<file path="config.mk">
export PLATFORM = sky130hd
export DESIGN_NAME = lsu_dmem_if_flat
export DESIGN_NICKNAME = d
export VERILOG_FILES = /design/src/rtl/lsu_dmem_if_if.sv /design/src/rtl/lsu_dmem_if.sv /design/src/flat_wrapper.sv
export SDC_FILE = /design/constraint.sdc
export NUM_CORES = 1
export LEC_CHECK = 0
export CORE_MARGIN = 4
export CORE_UTILIZATION = 25
export DETAILED_ROUTE_END_ITERATION = 8
export MAX_ROUTING_LAYER = met4
export PLACE_DENSITY = 0.6
export SLEW_MARGIN = 20
export SYNTH_ARGS = -nofsm -noshare
export SYNTH_HDL_FRONTEND = slang
export SYNTH_SLANG_ARGS = --single-unit
</file>
<file path="constraint.sdc">
create_clock -name clk -period 2.1 [get_ports clk]
set_clock_uncertainty 0.1 [all_clocks]
set_input_delay 0.21 -clock clk [delete_from_list [all_inputs] [get_ports clk]]
set_output_delay 0.21 -clock clk [all_outputs]
set_load 0.01 [all_outputs]
</file>
<file path="src/rtl/lsu_dmem_if_if.sv">
// Data-memory request/response bus between the load/store unit
// and the memory (or its arbiter).
interface lsu_dmem_if_if;
   logic        dmem_req;
   logic        dmem_we;
   logic [31:0] dmem_addr;
   logic [3:0]  dmem_be;
   logic [31:0] dmem_wdata;
   logic        dmem_gnt;
   logic        dmem_rvalid;
   logic [31:0] dmem_rdata;

   modport master (
      output dmem_req,
      output dmem_we,
      output dmem_addr,
      output dmem_be,
      output dmem_wdata,
      input  dmem_gnt,
      input  dmem_rvalid,
      input  dmem_rdata
   );

   modport slave (
      input  dmem_req,
      input  dmem_we,
      input  dmem_addr,
      input  dmem_be,
      input  dmem_wdata,
      output dmem_gnt,
      output dmem_rvalid,
      output dmem_rdata
   );
endinterface

</file>
<file path="src/rtl/lsu_dmem_if.sv">
// MEM-stage load/store unit: lane steering, extension, alignment
// check and response timeout on the data-memory bus.
module lsu_dmem_if #(
   parameter int RSP_TIMEOUT = 16
) (
   input  logic        clk,
   input  logic        rst_n,
   input  logic        mem_read,
   input  logic        mem_write,
   input  logic [2:0]  mem_load_type,
   input  logic [1:0]  mem_store_type,
   input  logic [31:0] mem_addr,
   input  logic [31:0] mem_wdata,
   output logic [31:0] load_data,
   output logic        lsu_stall,
   output logic        lsu_done,
   output logic        lsu_misalign,
   output logic        lsu_bus_err,
   lsu_dmem_if_if.master dmem
);

   typedef enum logic [1:0] {
      IDLE,
      REQ,
      WAIT_RSP,
      DONE
   } state_t;

   localparam int CW = $clog2(RSP_TIMEOUT) + 1;
   localparam logic [1:0] SZ_B = 2'd0;
   localparam logic [1:0] SZ_H = 2'd1;
   localparam logic [1:0] SZ_W = 2'd2;

   state_t state, state_n;

   logic          access;
   logic [1:0]    sz;
   logic          uns;
   logic          misal;
   logic [3:0]    be_st;
   logic [31:0]   wd_st;

   logic [1:0]    off_q;
   logic [1:0]    sz_q;
   logic          uns_q;
   logic          ld_q;
   logic [CW-1:0] cnt;
   logic          tmo;

   logic [7:0]    rbyte;
   logic [15:0]   rhalf;
   logic [31:0]   rext;

   assign access = mem_read | mem_write;

   // A store takes priority; its read request is dropped.
   always_comb begin
      sz  = SZ_W;
      uns = 1'b0;
      if (mem_write) begin
         unique case (mem_store_type)
            2'b00:   sz = SZ_B;
            2'b01:   sz = SZ_H;
            default: sz = SZ_W;
         endcase
      end else begin
         unique case (mem_load_type)
            3'b000:  sz = SZ_B;
            3'b001:  sz = SZ_H;
            3'b011: begin
               sz  = SZ_B;
               uns = 1'b1;
            end
            3'b100: begin
               sz  = SZ_H;
               uns = 1'b1;
            end
            default: sz = SZ_W;
         endcase
      end
   end

   assign misal = ((sz == SZ_H) & mem_addr[0])
                | ((sz == SZ_W) & (|mem_addr[1:0]));

   always_comb begin
      be_st = 4'b1111;
      wd_st = '0;
      if (mem_write) begin
         unique case (sz)
            SZ_B: begin
               be_st = 4'b0001 << mem_addr[1:0];
               wd_st = {4{mem_wdata[7:0]}};
            end
            SZ_H: begin
               be_st = mem_addr[1] ? 4'b1100 : 4'b0011;
               wd_st = {2{mem_wdata[15:0]}};
            end
            default: begin
               be_st = 4'b1111;
               wd_st = mem_wdata;
            end
         endcase
      end
   end

   always_comb begin
      rbyte = '0;
      unique case (off_q)
         2'd0:    rbyte = dmem.dmem_rdata[7:0];
         2'd1:    rbyte = dmem.dmem_rdata[15:8];
         2'd2:    rbyte = dmem.dmem_rdata[23:16];
         default: rbyte = dmem.dmem_rdata[31:24];
      endcase
   end

   assign rhalf = off_q[1] ? dmem.dmem_rdata[31:16]
                           : dmem.dmem_rdata[15:0];

   always_comb begin
      rext = dmem.dmem_rdata;
      unique case (sz_q)
         SZ_B:    rext = {{24{rbyte[7] & ~uns_q}}, rbyte};
         SZ_H:    rext = {{16{rhalf[15] & ~uns_q}}, rhalf};
         default: rext = dmem.dmem_rdata;
      endcase
   end

   assign tmo = (cnt == CW'(RSP_TIMEOUT - 1));

   always_ff @(posedge clk or negedge rst_n) begin
      if (!rst_n) state <= IDLE;
      else        state <= state_n;
   end

   always_comb begin
      state_n = state;
      unique case (state)
         IDLE: begin
            if (access) state_n = misal ? DONE : REQ;
         end
         REQ: begin
            if (dmem.dmem_gnt) state_n = WAIT_RSP;
         end
         WAIT_RSP: begin
            if (dmem.dmem_rvalid || tmo) state_n = DONE;
         end
         default: state_n = IDLE;
      endcase
   end

   assign lsu_stall = ((state == IDLE) & access)
                    | (state == REQ)
                    | (state == WAIT_RSP);

   always_ff @(posedge clk or negedge rst_n) begin
      if (!rst_n) begin
         dmem.dmem_req   <= 1'b0;
         dmem.dmem_we    <= 1'b0;
         dmem.dmem_addr  <= '0;
         dmem.dmem_be    <= '0;
         dmem.dmem_wdata <= '0;
         lsu_done        <= 1'b0;
         lsu_misalign    <= 1'b0;
         lsu_bus_err     <= 1'b0;
         load_data       <= '0;
         off_q           <= '0;
         sz_q            <= SZ_W;
         uns_q           <= 1'b0;
         ld_q            <= 1'b0;
         cnt             <= '0;
      end else begin
         dmem.dmem_req <= (state_n == REQ);
         lsu_done      <= (state_n == DONE);
         lsu_misalign  <= (state == IDLE) & access & misal;
         lsu_bus_err   <= (state == WAIT_RSP)
                        & ~dmem.dmem_rvalid & tmo;
         if (state == IDLE && access) begin
            dmem.dmem_we    <= mem_write;
            dmem.dmem_addr  <= {mem_addr[31:2], 2'b00};
            dmem.dmem_be    <= be_st;
            dmem.dmem_wdata <= wd_st;
            off_q           <= mem_addr[1:0];
            sz_q            <= sz;
            uns_q           <= uns;
            ld_q            <= ~mem_write;
         end
         if (state == REQ) cnt <= '0;
         else if (state == WAIT_RSP) cnt <= cnt + 1'b1;
         // A timed-out load reports zero rather than stale data.
         if (state == WAIT_RSP && ld_q) begin
            if (dmem.dmem_rvalid) load_data <= rext;
            else if (tmo)         load_data <= '0;
         end
      end
   end

endmodule
</file>
<file path="src/flat_wrapper.sv">
// flat-port wrapper written by rule: the top's interface ports become plain ports
module lsu_dmem_if_flat 
#(
   parameter int RSP_TIMEOUT = 16
)
  (clk, rst_n, mem_read, mem_write, mem_load_type, mem_store_type, mem_addr, mem_wdata, load_data, lsu_stall, lsu_done, lsu_misalign, lsu_bus_err, dmem_dmem_req, dmem_dmem_we, dmem_dmem_addr, dmem_dmem_be, dmem_dmem_wdata, dmem_dmem_gnt, dmem_dmem_rvalid, dmem_dmem_rdata);
  lsu_dmem_if_if dmem_i ();
  input  logic clk;
  input  logic rst_n;
  input  logic mem_read;
  input  logic mem_write;
  input  logic [2:0] mem_load_type;
  input  logic [1:0] mem_store_type;
  input  logic [31:0] mem_addr;
  input  logic [31:0] mem_wdata;
  output logic [31:0] load_data;
  output logic lsu_stall;
  output logic lsu_done;
  output logic lsu_misalign;
  output logic lsu_bus_err;
  output wire logic [$bits(dmem_i.dmem_req)-1:0] dmem_dmem_req;
  output wire logic [$bits(dmem_i.dmem_we)-1:0] dmem_dmem_we;
  output wire logic [$bits(dmem_i.dmem_addr)-1:0] dmem_dmem_addr;
  output wire logic [$bits(dmem_i.dmem_be)-1:0] dmem_dmem_be;
  output wire logic [$bits(dmem_i.dmem_wdata)-1:0] dmem_dmem_wdata;
  input wire logic [$bits(dmem_i.dmem_gnt)-1:0] dmem_dmem_gnt;
  input wire logic [$bits(dmem_i.dmem_rvalid)-1:0] dmem_dmem_rvalid;
  input wire logic [$bits(dmem_i.dmem_rdata)-1:0] dmem_dmem_rdata;
  assign dmem_dmem_req = dmem_i.dmem_req;
  assign dmem_dmem_we = dmem_i.dmem_we;
  assign dmem_dmem_addr = dmem_i.dmem_addr;
  assign dmem_dmem_be = dmem_i.dmem_be;
  assign dmem_dmem_wdata = dmem_i.dmem_wdata;
  assign dmem_i.dmem_gnt = dmem_dmem_gnt;
  assign dmem_i.dmem_rvalid = dmem_dmem_rvalid;
  assign dmem_i.dmem_rdata = dmem_dmem_rdata;
  lsu_dmem_if #(.RSP_TIMEOUT(RSP_TIMEOUT)) u_core (.clk(clk), .rst_n(rst_n), .mem_read(mem_read), .mem_write(mem_write), .mem_load_type(mem_load_type), .mem_store_type(mem_store_type), .mem_addr(mem_addr), .mem_wdata(mem_wdata), .load_data(load_data), .lsu_stall(lsu_stall), .lsu_done(lsu_done), .lsu_misalign(lsu_misalign), .lsu_bus_err(lsu_bus_err), .dmem(dmem_i));
endmodule
</file>
# Word-level counts from Yosys, hierarchy flattened
# Cells that the tools add are included.
[totals]
register_bits = 116
output_inout_bits = 106
[op_classes]
addsub = 1
mux = 22
n_eq_ne = 14
reduce_logical = 16
n_shift = 1
bitwise = 15
[ops]
columns = ["operator", "n"]
rows = [
  ["$pmux W32 S2", 2],
  ["$mux W32", 3],
  ["$pmux W8 S3", 1],
  ["$mux W16", 1],
  ["$eq A2 B1 Y1 const B", 6],
  ["$logic_not A2 Y1", 5],
  ["$mux W2", 5],
  ["$mux W5", 2],
  ["$and A1 B1 Y1", 8],
  ["$eq A2 B2 Y1 const B", 4],
  ["$mux W4", 2],
  ["$pmux W2 S2", 2],
  ["$pmux W4 S2", 1],
  ["$reduce_or A2 Y1", 4],
  ["$pmux W2 S3", 1],
  ["$add A5 B1 Y5 const B", 1],
  ["$eq A5 B4 Y1 const B", 1],
  ["$or A1 B1 Y1", 4],
  ["$reduce_bool A2 Y1", 2],
  ["$shl A1 B2 Y4 const A", 1],
  ["$eq A3 B1 Y1 const B", 1],
  ["$eq A3 B2 Y1 const B", 1],
  ["$eq A3 B3 Y1 const B", 1],
  ["$logic_not A3 Y1", 1],
  ["other kinds (5)", 9],
]

# Depth between registers and ports, before layout
# Gate-level depths: netlist of run 1.
[logic_depth]
depth_word = 11
ltp_mapped = 7
ltp_nobuf = 6

# Least setup slack after synthesis of run 1
# Ideal clock, no wire load.
[synth_path]
kind = "flip-flop to flip-flop"
startpoint = "register u_core.cnt[0]"
endpoint = "register u_core.load_data[28]"
setup_time_ns = 0.066
path_buffers = 1
t_arrival_ns = 1.753
path_stages_with_launch = 7
synth_period_minus_slack_ns = 1.919
slack_ns = 0.181
path_cell_list = "dfrtp_1 > ha_1 > and3_1 > ha_1 > o211ai_1 > clkbuf_1 > a221o_1"
[synth_via]
elab_chain_cells = 3
[synth_lines]
columns = ["element", "line", "rtl"]
rows = [
  ["start: declaration", "lsu_dmem_if.sv:47", "logic [CW-1:0] cnt;"],
  ["start signal: assignment", "lsu_dmem_if.sv:189", "else if (state == WAIT_RSP) cnt <= cnt + 1'b1;"],
  ["$eq A5 B4 Y1", "lsu_dmem_if.sv:129", "assign tmo = (cnt == CW'(RSP_TIMEOUT - 1));"],
  ["$reduce_bool A2 Y1 (no source line)", "n/a", ""],
  ["$reduce_and A2 Y1 (no source line)", "n/a", ""],
  ["end signal: assignment", "lsu_dmem_if.sv:192", "if (dmem.dmem_rvalid) load_data <= rext;"],
  ["end: declaration", "lsu_dmem_if.sv:14", "output logic [31:0] load_data,"],
]
# Every way passes these cells.
# A chain may end at the register's enable or synchronous reset.

# Final worst setup path of run 1
[layout_path]
startpoint = "register u_core.state[0]"
endpoint = "register u_core.dmem.dmem_req"
[layout_via]
elab_chain_cells = 3
elab_cells_between_ends = 8
cone_classes = "eq/ne (3); mux (4); reduce/logical (1)"
[layout_lines]
columns = ["element", "line", "rtl"]
rows = [
  ["start: declaration", "lsu_dmem_if.sv:34", "state_t state, state_n;"],
  ["start signal: assignment", "lsu_dmem_if.sv:133", "else state <= state_n;"],
  ["$eq A2 B2 Y1, or another cell as far along", "lsu_dmem_if.sv:138", "unique case (state)"],
  ["$pmux W2 S3 *", "lsu_dmem_if.sv:138", ""],
  ["$eq A2 B1 Y1 *", "lsu_dmem_if.sv:173", "dmem.dmem_req <= (state_n == REQ);"],
  ["end signal: assignment", "lsu_dmem_if.sv:173", ""],
  ["end: declaration", "lsu_dmem_if_if.sv:14", "output dmem_req,"],
]
# Mark *: on every way between the ends. The rest lies on a longest branch, timed or not.

==> results of run 1 <==
-- path summary, 6_finish.rpt --
path                       slack [ns]                                  start  cells past startpoint                               endpoint
setup / recovery                 0.12              u_core.state[0]$_DFF_PN0_                      7         u_core.dmem.dmem_req$_DFF_PN0_
hold / removal                   0.22                           mem_addr[16]                      3  u_core.dmem.dmem_addr[16]$_DFFE_PN0P_
setup reg to reg                 0.12              u_core.state[0]$_DFF_PN0_                      7         u_core.dmem.dmem_req$_DFF_PN0_
hold reg to reg                  0.37  u_core.dmem.dmem_addr[13]$_DFFE_PN0P_                      2  u_core.dmem.dmem_addr[13]$_DFFE_PN0P_
max in group asynchronous        0.96                                  rst_n                      3        u_core.load_data[0]$_DFFE_PN0P_
min in group asynchronous        0.23                                  rst_n                      2           u_core.lsu_bus_err$_DFF_PN0_
-- where the power goes --
group | internal [mW] | switching, mW | leakage, nW
registers | 3.26 | 0.658 | 1.45
logic | 3.08 | 2.78 | 2.07
clock network | 2.03 | 1.10 | 0.304
-- per-layer routing --
metal | global-route usage [%] | routed length [um]
met4 | 5.544 | 296
met5 | - | 0
met2 | 23.42 | 8195
met1 | 21.33 | 8588
met3 | 4.951 | 1678
-- registers in the layout (all words and copies together) (netlist names) --
| register | count |
|---|---|
| u_core.sz_q | 2 |
| u_core.off_q | 2 |
| u_core.dmem.dmem_req | 1 |
| u_core.load_data | 32 |
| u_core.state | 2 |
| u_core.dmem.dmem_we | 1 |
| u_core.dmem.dmem_addr | 30 |
| u_core.lsu_misalign | 1 |
| u_core.dmem.dmem_wdata | 32 |
| u_core.dmem.dmem_be | 4 |
| u_core.lsu_bus_err | 1 |
| u_core.uns_q | 1 |
| u_core.cnt | 5 |
| u_core.lsu_done | 1 |
| u_core.ld_q | 1 |
-- cell type report --
type / instances / share of cell area (%)
Inverter: 17 / 0.7304
Antenna cell: 1 / 0.02865
Clock inverter: 14 / 2.292
Multi-Input combinational cell: 380 / 26.38
Sequential cell: 116 / 33.24
Clock buffer: 18 / 5.027
Timing Repair Buffer: 249 / 28.36
Tap cell: 275 / 3.939
-- layout by cell type (no fill, tap or decap), types with 2 or more instances in the layout --
cell type        Yosys  routed
nand2b_1             2       2
nor2_1              43      42
xnor2_1              2       2
a22oi_1              2       2
a21oi_1             21      21
o221ai_1             8       8
a22o_1              25      25
nor3_1               7       7
o21ai_0             34      34
a31oi_1              3       3
inv_1               16      16
o32ai_1              2       2
clkbuf_16            0      17
o31ai_1              9       9
conb_1               1       2
a311oi_1             6       6
dfrtp_1            115     115
nor2b_1              4       4
o21a_1               7       7
ha_2                 0       2
buf_4                4      32
inv_6                0       3
and3b_1              2       2
clkinv_4             0       3
mux2_2               9       9
bufinv_16            0       4
or3_1                3       3
nand2_1            127     127
mux2i_1              9       9
and3_1               2       2
nand3_1              2       2
clkinvlp_4           0       3
clkdlybuf4s50_1      0     208
a221o_1             16      16
o31a_1               2       2
buf_12               0       7
ha_1                 7       5
-- worst max-delay path, delay by kind of cell, from the launching register on --
kind,cells,cell delay (ns)
buffers and inverters,2,0.28
adders and majority gates,1,0.22
AOI/OAI and AO/OA,2,0.28
DFF,1,0.38
and+or+nand+nor,2,0.62
-- per-stage QoR --
step	cells	setup TNS (ns)	worst slack, ns	power, mW
2_1_floorplan	550	0	0.1807	6.676
3_3_place_gp	1034	-2.442	-0.1240	9.794
3_5_place_dp	1034	-4.285	-0.1948	9.838
4_1_cts	1069	0	0.001935	13.10
5_1_grt	1070	0	0.03097	13.82
6_report	1070	0	0.1155	12.91
-- cell families after synthesis --
logic type	share of synthesized area [%]
buffers and inverters	4.361
AND/OR/NAND/NOR	15.37
adder cells (fa/ha/maj)	1.615
AO/OA/AOI/OAI	20.49
flip-flops	53.55
XOR/XNOR	0.3231
other	0.06915
multiplexers	4.222
-- timing repair --
action,in CTS,in global routing
endpoints found under the setup margin,17,1
buffers inserted,2,0
hold endpoints to repair,32,0
hold buffers,1,0
resized for setup,6,1
==> results.py, run 1 <==
metrics = {
    "layout": {
        "fillers": 2072,
        "area_growth_pct": 61.10,
        "drive_gt1_share_pct": 12.09,
        "regArea_sq_um": 2904,
        "fin_util_pct": 41.30,
        "design_area_sq_um": 8736,
        "multi_input_area_sq_um": 2305,
        "nets": 895,
    },
    "detailed_routing": {
        "vias": 5082,
        "drc": 0,
        "avgRoutedWirePerCell_um": 17.53,
        "drt_first_pass_iters": 4,
        "wl_um": 18760,
        "postRouteAntennaNets": 0,
        "drt_iter0_drc": 235,
        "vias_per_cell": 4.750,
    },
    "global_routing": {
        "grt_pass1_vias": 5275,
        "grt_max_degree": 41,
        "grt_pass1_wl_um": 29610,
        "grt-ovfl-total": 0,
        "grt_use_total_pct": 16.09,
        "antenna_found_initial": 1,
    },
    "yosys": {
        "yosysTopAreaCellShare_pct": 53.07,
        "synth_area_sq_um": 5423,
        "yosys.area.top_type": "dfrtp_1",
        "yosysMostFrequentCell": "nand2_1",
        "syn_inst": 549,
        "ys_seq_area_share_pct": 53.55,
        "ys_seq_elements": 116,
        "synthTopCellsByArea": "dfrtp_1 53%, nand2_1 8.8%, a22o_1 4.0%",
        "async_flop_share_pct": 100.0,
        "ys_types": 58,
        "synth_edf_count": 0,
        "synth_ff_type": "dfrtp_1",
        "yosys_warnings": 0,
        "syn_area_per_cell_sq_um": 9.877,
        "synth_common_cells": "127 x nand2_1, 115 x dfrtp_1, 43 x nor2_1",
    },
    "floorplan": {
        "core_area_sq_um": 21150,
        "die_h_um": 155.3,
        "die_w_um": 155.3,
        "io_pins": 213,
        "rows": 53,
        "dieArea_sq_um": 24110,
        "floorplan.initialDensity_pct": 25.63,
    },
    "timing": {
        "rsz0062_at_grt": "no",
        "maxSlewViolCount": 0,
        "hold_viol": 0,
        "timing.final.crit_share_pct": 94.50,
        "worstMarginPinSlew_ns": 0.6397,
        "setup_viol": 0,
        "max_clock_freq_mhz": 503.9,
        "holdWs_ns": 0.2227,
        "period_needed_ns": 1.984,
        "slew_headroom_pct": 57.31,
    },
    "job": {
        "drv_cap": 0,
    },
    "cts": {
        "clkLatencyLatePin_ns": 0.41,
        "cts_buffers": 17,
        "path_clk_slew_ns": 0.06,
        "clk_root_buffer_cell": "clkbuf_16",
        "cts.htree.levels": 4,
        "clock_sinks": 116,
        "cts_tree": "done",
        "cts.path.max_buffers": 2,
    },
    "pwr": {
        "cellPowerDensity_nw_per_um2": 1478,
        "peakVddDrop_v": 0.0006958,
        "leakage_nw": 3.829,
    },
    "placed_design": {
        "place_congestion": 0.8359,
        "io_buffers": 210,
        "placed_area_sq_um": 8066,
        "dp_hpwl_um": 13960,
    },
    "hold_path": {
        "hp-class": "in -> reg",
    },
    "setup_path": {
        "crit_arrival_ns": 2.17,
        "critPathMaxStageDelay_ns": 0.44,
        "worstSetupPathType": "reg -> reg",
        "crit_chain": "inv_1, ha_2, buf_4, or3b_2, a21oi_1, a311oi_2, nor2b_1",
        "critPathSlowestCell": "or3b_2",
        "start_kind": "register",
        "required_ns": 2.29,
        "critPathMaxFanout": 5,
        "end_kind": "register",
    },
    "outcome": {
        "status": "completed",
    },
}
Power figures use the tool's default switching activity.
==> inputs of run 2 (changes only) <==
--- a/config.mk
+++ b/config.mk
@@ -10,7 +10,6 @@
 export DETAILED_ROUTE_END_ITERATION = 8
 export MAX_ROUTING_LAYER = met4
 export PLACE_DENSITY = 0.6
-export SLEW_MARGIN = 20
 export SYNTH_ARGS = -nofsm -noshare
 export SYNTH_HDL_FRONTEND = slang
 export SYNTH_SLANG_ARGS = --single-unit
==> results of run 2 <==
The final DEF is identical to that of run 1; final timing and power are the same.
==> inputs of run 3 (changes only) <==
--- a/config.mk
+++ b/config.mk
@@ -13,3 +13,4 @@
 export SYNTH_ARGS = -nofsm -noshare
 export SYNTH_HDL_FRONTEND = slang
 export SYNTH_SLANG_ARGS = --single-unit
+export TNS_END_PERCENT = 5
==> results of run 3 <==
The final DEF is identical to that of run 1; final timing and power are the same.
